### config.mk
export PLATFORM = sky130hd
export DESIGN_NAME = dec_scan_seq
export DESIGN_NICKNAME = d
export VERILOG_FILES = /design/src/rtl/dec_scan_seq.sv
export SDC_FILE = /design/constraint.sdc
export NUM_CORES = 1
export LEC_CHECK = 0
export CAP_MARGIN = 10
export CORE_UTILIZATION = 52
export CTS_BUF_LIST = sky130_fd_sc_hd__clkbuf_16
export DETAILED_ROUTE_END_ITERATION = 7
export GPL_TIMING_DRIVEN = 1
export PLACE_DENSITY = 0.8
export SYNTH_ARGS = -nofsm -noshare
export SYNTH_HDL_FRONTEND = slang
export SYNTH_SLANG_ARGS = --single-unit
### constraint.sdc
create_clock -name clk -period 3.4 [get_ports clk]
set_input_delay 0.68 -clock clk [delete_from_list [all_inputs] [get_ports clk]]
set_output_delay 0.68 -clock clk [all_outputs]
set_load 0.01 [all_outputs]
### src/rtl/dec_scan_seq.sv
// dec_scan_seq: select-code sequencer for the 4-to-16 decoder.
// Steps W through 0..LAST, holding each code DWELL clocks.
module dec_scan_seq #(
    parameter int unsigned DWELL = 4,
    parameter int unsigned LAST  = 15
) (
    input  logic       clk,
    input  logic       rst,
    input  logic       start,
    input  logic       stop,
    input  logic       mode,
    input  logic       hold,
    output logic [3:0] W,
    output logic       En,
    output logic       busy,
    output logic       done,
    output logic       wrap
);

    typedef enum logic [1:0] {
        IDLE,
        SCAN,
        DONE
    } state_t;

    localparam logic [7:0] CNT_LAST = 8'(DWELL - 1);
    localparam logic [3:0] W_LAST   = 4'(LAST);

    state_t     state, state_d;
    logic [3:0] w_q, w_d;
    logic [7:0] dwell_cnt, cnt_d;
    logic       mode_q, mode_d;
    logic       wrap_q, wrap_d;

    // State and datapath registers; reset overrides everything.
    always_ff @(posedge clk) begin
        if (rst) begin
            state     <= IDLE;
            w_q       <= '0;
            dwell_cnt <= '0;
            mode_q    <= 1'b0;
            wrap_q    <= 1'b0;
        end else begin
            state     <= state_d;
            w_q       <= w_d;
            dwell_cnt <= cnt_d;
            mode_q    <= mode_d;
            wrap_q    <= wrap_d;
        end
    end

    // Next-state logic: stop beats hold beats stepping.
    always_comb begin
        state_d = state;
        w_d     = w_q;
        cnt_d   = dwell_cnt;
        mode_d  = mode_q;
        wrap_d  = 1'b0;
        unique case (state)
            IDLE: begin
                w_d   = '0;
                cnt_d = '0;
                if (start && !stop) begin
                    state_d = SCAN;
                    mode_d  = mode;
                end
            end
            SCAN: begin
                if (stop) begin
                    state_d = IDLE;
                    w_d     = '0;
                    cnt_d   = '0;
                end else if (!hold) begin
                    if (dwell_cnt == CNT_LAST) begin
                        cnt_d = '0;
                        if (w_q != W_LAST) begin
                            w_d = w_q + 4'd1;
                        end else if (mode_q) begin
                            w_d    = '0;
                            wrap_d = 1'b1;
                        end else begin
                            w_d     = '0;
                            state_d = DONE;
                        end
                    end else begin
                        cnt_d = dwell_cnt + 8'd1;
                    end
                end
            end
            DONE: begin
                state_d = IDLE;
                w_d     = '0;
                cnt_d   = '0;
            end
            default: begin
                state_d = IDLE;
                w_d     = '0;
                cnt_d   = '0;
            end
        endcase
    end

    // All outputs come straight from registers.
    always_comb begin
        W    = w_q;
        En   = (state == SCAN);
        busy = (state == SCAN);
        done = (state == DONE);
        wrap = wrap_q;
    end

endmodule
==> flow_metrics.py, run 1 <==
metrics = {
    "floorplan": {
        "io-pin-count": 14,
        "chipHeight_um": 39.5,
        "core.rowCount": 13,
        "floorplan.die.width_um": 39.5,
        "initial_core_utilization_pct": 56.3,
        "design.core.area_sq_um": 1300,
        "die_area_sq_um": 1560,
    },
    "clock_tree": {
        "postCtsSetupBuffers": 0,
        "cts.sink_count": 16,
        "number_of_buffers_created_by_cts": 3,
        "tritoncts": "done",
        "clkTransAtPathRegs_ns": 0.05,
        "cts_max_path_buffers": 2,
        "clkLatencyLatePin_ns": 0.24,
        "clk_root_buffer_cell": "sky130_fd_sc_hd__clkbuf_16",
        "cts_hold_buf": 0,
        "clock_tree.htree_level_count": 1,
        "cts.repair.resized": 0,
    },
    "synth": {
        "async_reset_ff_share_pct": 0,
        "postSynthCellCount": 81,
        "post-synth-top-area-cell": "sky130_fd_sc_hd__dfxtp_1",
        "cell_area_after_technology_mapping_sq_um": 732,
        "synth-seq-area-share_pct": 43.8,
        "synth-main-ff-cell": "sky130_fd_sc_hd__dfxtp_1",
        "synth_top_cells_by_area": "sky130_fd_sc_hd__dfxtp_1, sky130_fd_sc_hd__a21oi_1, sky130_fd_sc_hd__o21ai_0, sky130_fd_sc_hd__or4_1, sky130_fd_sc_hd__nor2_1",
        "number_of_enable_flip_flop_cells_after_synthesis": 0,
        "synthDominantCellAreaShare_pct": 43.8,
        "synth.net_count": 89,
        "postSynthAreaPerCell_sq_um": 9.04,
        "synthesis_stage_register_bit_count": 16,
        "synth.distinct_cells": 29,
        "yosysWarnings": 0,
    },
    "drt": {
        "ant_nets": 0,
        "route.vias.total": 633,
        "avgRoutedWirePerCell_um": 12.9,
        "drt_first_iter_violations": 19,
        "viasPerCell": 5.75,
        "drc": 0,
        "firstDrtPassIters": 4,
        "drt_wl_total_um": 1420,
    },
    "sta": {
        "timing_max_transition_violations_final": 0,
        "period_share_pct": 70.4,
        "tightest_pin_transition_ns": 0.518,
        "setup_viol": 0,
        "relSlewSlack_pct": 65.3,
        "setup-tns-final_ns": 0,
        "grt_setup_unrepaired": "no",
        "fmax_mhz": 418,
        "clock_skew_ns": 0.00281,
        "final_period_minus_worst_setup_slack_ns": 2.39,
        "fin_hold_viols": 0,
    },
    "hold_path": {
        "worst_hold_path_type": "reg -> reg",
    },
    "pwr": {
        "totalPowerFinal_mw": 0.435,
        "leakagePower_nw": 0.323,
        "worst_ir_drop_vdd_mv": 0.324,
        "pwr_density_cell_nw_per_um2": 462,
    },
    "critical_path": {
        "kind_of_start_point_of_the_critical_path": "input pin",
        "timing.critical_path.arrival_ns": 2.57,
        "worst-path-max-fanout": 10,
        "critPathKind": "in -> reg",
        "crit_required_ns": 3.57,
        "crit_end_category": "flop",
    },
    "global_route": {
        "grt_first_pass_wirelength_um": 2300,
        "antenna_found_initial": 0,
        "grt_start_max_net_pins": 11,
        "first_global_vias": 520,
        "groute.usage.overall_pct": 22.8,
        "grt-ovfl-total": 0,
    },
    "layout": {
        "finish.instance_area_sq_um": 942,
        "final_common_cell": "sky130_fd_sc_hd__dfxtp_1",
        "layout-drive-gt1-share_pct": 4.21,
        "fillerInstances": 105,
        "mostFrequentLayoutCells": "sky130_fd_sc_hd__dfxtp_1, sky130_fd_sc_hd__clkdlybuf4s50_1, sky130_fd_sc_hd__a21oi_1",
        "final_core_util_pct": 72.4,
        "layout.nets": 104,
        "num_antenna_cells": 0,
        "syn2layout_area_growth_pct": 28.7,
    },
    "placement": {
        "place.gp.congestion": 0.657,
        "port_buf_inserts": 13,
        "hpwlAfterDp_um": 1000,
        "placedInstanceArea_sq_um": 863,
    },
    "status": {
        "outcome": "complete, no violations",
    },
    "job": {
        "max_cap_violations": 0,
    },
}
==> synth_stat cells (2+ instances only) <==
library cell,number
sky130_fd_sc_hd__a21oi_1,8
sky130_fd_sc_hd__buf_2,2
sky130_fd_sc_hd__dfxtp_1,16
sky130_fd_sc_hd__ha_1,2
sky130_fd_sc_hd__inv_1,3
sky130_fd_sc_hd__mux2i_1,2
sky130_fd_sc_hd__nand2_1,3
sky130_fd_sc_hd__nand4b_1,2
sky130_fd_sc_hd__nor2_1,7
sky130_fd_sc_hd__nor2b_1,4
sky130_fd_sc_hd__nor4b_1,2
sky130_fd_sc_hd__o21ai_0,6
sky130_fd_sc_hd__or3_1,3
sky130_fd_sc_hd__or4_1,4
sky130_fd_sc_hd__xor2_1,3
==> where the power goes <==
| part | switching, mW | internal [mW] |
|---|---|---|
| clock network | 0.0722 | 0.156 |
| registers | 0.00153 | 0.189 |
| logic | 0.00621 | 0.0103 |
==> sequential cells by signal, indices dropped and copies added, names as in the netlist <==
name	cells
dwell_cnt	8
W	4
state	2
mode_q	1
wrap	1
==> final cells by class <==
| class | count | area, sq um | share of cell area, % |
|---|---|---|---|
| tap | 15 | 18.8 | 1.99 |
| timing repair buffer | 13 | 130 | 13.8 |
| multi-input combinational | 59 | 383 | 40.6 |
| clock inverter | 1 | 3.75 | 0.398 |
| inverter | 3 | 11.3 | 1.20 |
| clock buffer | 3 | 75.1 | 7.97 |
| sequential | 16 | 320 | 34.0 |
==> metal layers <==
metal	track usage [%]	vias up	part of all wire (%)
met3	6.82	0	3.9
met2	34.8	18	50
met1	29.0	289	46
li1	-	326	-
met5	0	-	0
met4	10.3	0	0
==> per-stage QoR <==
step	cells	setup WS [ns]	hold slack [ns]
2_1_floorplan	81	1.41	0.453
6_report	110	1.01	0.497
3_5_place_dp	106	0.757	0.484
3_3_place_gp	106	0.821	0.465
4_1_cts	110	1.02	0.490
5_1_grt	110	0.884	0.537
==> worst paths after layout <==
path / from / end / slack, ns / depth (start not counted)
worst min register to register: dwell_cnt[7]$_SDFFE_PP0N_ / dwell_cnt[7]$_SDFFE_PP0N_ / 0.50 / 2
worst min-delay path: dwell_cnt[7]$_SDFFE_PP0N_ / dwell_cnt[7]$_SDFFE_PP0N_ / 0.50 / 2
worst max register to register: dwell_cnt[0]$_SDFFE_PP0N_ / W[3]$_SDFFE_PP0P_ / 1.50 / 4
worst max-delay path: hold / W[3]$_SDFFE_PP0P_ / 1.01 / 4
==> critical path, cell delays in order <==
cell and delay, ns:
sky130_fd_sc_hd__clkdlybuf4s50_1 0.51, sky130_fd_sc_hd__or4b_1 0.71, sky130_fd_sc_hd__or4_1 0.51, sky130_fd_sc_hd__a21oi_1 0.15
==> cells by family (layout without fill, tap and decap cells) <==
kind of cell | after synthesis | in the layout | synth area share [%]
adder cells (fa/ha/maj) | 2 | 2 | 3.42
flip-flops | 16 | 16 | 43.8
AND/OR/NAND/NOR | 33 | 33 | 28.0
buffers and inverters | 6 | 20 | 3.93
AO/OA/AOI/OAI | 18 | 18 | 13.3
XOR/XNOR | 4 | 4 | 4.79
multiplexers | 2 | 2 | 2.74
No activity file was read; power rests on OpenSTA's default activity.
==> inputs of run 2 (changes only) <==
Settings changed: CORE_UTILIZATION 52 to 44, PLACE_DENSITY 0.8 to 0.72.
Clock period 3.4 ns to 2.1 ns, I/O delays scaled along.
==> run 2 against run 1 <==
  * Wire length fell by 3.7%
  * Combinational power is 71% higher
  * Die area rose by 17%
  * Sequential power increased by 62%
  * Critical path type unchanged
  * Largest power group unchanged
==> flow_metrics.py, run 2 (synthesis gave the netlist of run 1 again) <==
metrics = {
    "sta": {
        "setup_viol": 0,
        "final_period_minus_worst_setup_slack_ns": 1.99,
        "relSlewSlack_pct": 73.0,
        "tightest_pin_transition_ns": 0.399,
        "fmax_mhz": 502,
        "timing_max_transition_violations_final": 0,
        "fin_hold_viols": 0,
        "clock_skew_ns": 0.00225,
        "period_share_pct": 94.8,
        "grt_setup_unrepaired": "no",
        "finalHoldWorstSlack_ns": 0.480,
    },
    "floorplan": {
        "initial_core_utilization_pct": 48.0,
        "core.rowCount": 14,
        "io-pin-count": 14,
        "design.core.area_sq_um": 1520,
        "chipHeight_um": 42.8,
        "floorplan.die.width_um": 42.8,
        "die_area_sq_um": 1830,
    },
    "global_route": {
        "grt-ovfl-total": 0,
        "grt_start_max_net_pins": 11,
        "groute.usage.overall_pct": 16.0,
        "antenna_found_initial": 0,
        "first_global_vias": 602,
        "grt_first_pass_wirelength_um": 2280,
    },
    "drt": {
        "drt_wl_total_um": 1370,
        "firstDrtPassIters": 2,
        "drc": 0,
        "ant_nets": 0,
        "route.vias.total": 651,
        "drt_first_iter_violations": 8,
        "viasPerCell": 5.66,
        "avgRoutedWirePerCell_um": 11.9,
    },
    "hold_path": {
        "worst_hold_path_type": "reg -> reg",
    },
    "critical_path": {
        "worst_path_largest_cell_delay_ns": 0.66,
        "crit_path_slowest_cell": "sky130_fd_sc_hd__or4b_1",
        "crit_buf_inv": 1,
        "crit_required_ns": 2.27,
        "crit_chain": "clkdlybuf4s50_1 -> or4b_1 -> or4_1 -> a21oi_1",
        "timing.critical_path.max_delay_family": "simple AND/OR/NAND/NOR gates",
        "crit_end_category": "flop",
        "critPathKind": "in -> reg",
        "worst-path-max-fanout": 8,
        "timing.critical_path.arrival_ns": 2.16,
        "kind_of_start_point_of_the_critical_path": "input pin",
    },
    "clock_tree": {
        "cts.sink_count": 16,
        "clk_root_buffer_cell": "sky130_fd_sc_hd__clkbuf_16",
        "cts.repair.resized": 0,
        "clock_tree.htree_level_count": 1,
        "cts_max_path_buffers": 2,
        "number_of_buffers_created_by_cts": 3,
        "postCtsSetupBuffers": 0,
        "cts_hold_buf": 0,
        "clkLatencyLatePin_ns": 0.24,
        "clkTransAtPathRegs_ns": 0.05,
        "tritoncts": "done",
    },
    "layout": {
        "syn2layout_area_growth_pct": 33.0,
        "layout.nets": 108,
        "largest_reg_flops": 8,
        "num_antenna_cells": 0,
        "final_common_cell": "sky130_fd_sc_hd__dfxtp_1",
        "mostFrequentLayoutCells": "sky130_fd_sc_hd__dfxtp_1, sky130_fd_sc_hd__clkdlybuf4s50_1, sky130_fd_sc_hd__a21oi_1",
        "regMostFlops": "dwell_cnt",
        "layout-drive-gt1-share_pct": 8.08,
    },
    "placement": {
        "hpwlAfterDp_um": 977,
        "port_buf_inserts": 13,
        "place.gp.congestion": 0.809,
    },
    "pwr": {
        "totalPowerFinal_mw": 0.699,
        "worst_ir_drop_vdd_mv": 0.639,
        "leakagePower_nw": 0.340,
        "pwr_density_cell_nw_per_um2": 718,
    },
    "job": {
        "max_cap_violations": 0,
    },
    "status": {
        "outcome": "complete, no violations",
    },
}
run 2: final timing paths:
kind	end	cells after the start	start	slack, ns
setup / recovery	W[3]$_SDFFE_PP0P_	4	hold	0.11
hold / removal	dwell_cnt[7]$_SDFFE_PP0N_	2	dwell_cnt[7]$_SDFFE_PP0N_	0.48
setup reg to reg	W[3]$_SDFFE_PP0P_	4	dwell_cnt[0]$_SDFFE_PP0N_	0.22
hold reg to reg	dwell_cnt[7]$_SDFFE_PP0N_	2	dwell_cnt[7]$_SDFFE_PP0N_	0.48
run 2: cell type report:
class	count	area (sq um)
Clock buffer	3	75.1
Sequential cell	16	320
Tap cell	16	20.0
Clock inverter	1	3.75
Inverter	3	11.3
Timing Repair Buffer	17	160
Fill cell	134	551
Multi-Input combinational cell	59	383
run 2: per-stage QoR:
step	instances	utilization, %	worst slack (ns)	setup TNS, ns	instance area, sq um
3_3_place_gp	111	58.7	-0.0774	-0.221	895
4_1_cts	115	63.9	0.112	0	973
6_report	115	63.9	0.110	0	973
2_1_floorplan	81	-	0.362	0	732
5_1_grt	115	63.9	0.0337	0	973
3_5_place_dp	111	58.7	-0.132	-0.630	895
run 2: worst min-delay path: stages, from the launching register on:
cell and delay (ns):
sky130_fd_sc_hd__dfxtp_1 0.31, sky130_fd_sc_hd__o21ai_0 0.07, sky130_fd_sc_hd__a21oi_1 0.06
run 2: report_power, final:
group / internal (mW) / switching [mW] / leakage [nW] / total [mW]
Clock: 0.252 / 0.110 / 0.0385 / 0.361
Sequential: 0.306 / 0.00257 / 0.129 / 0.309
Combinational: 0.0182 / 0.00999 / 0.172 / 0.0282
run 2: metal layers:
layer	part of all wire (%)	GRT usage, %
met2	51	28.2
met4	0.44	5.63
met1	46	18.7
met3	2.2	3.83
met5	0	0
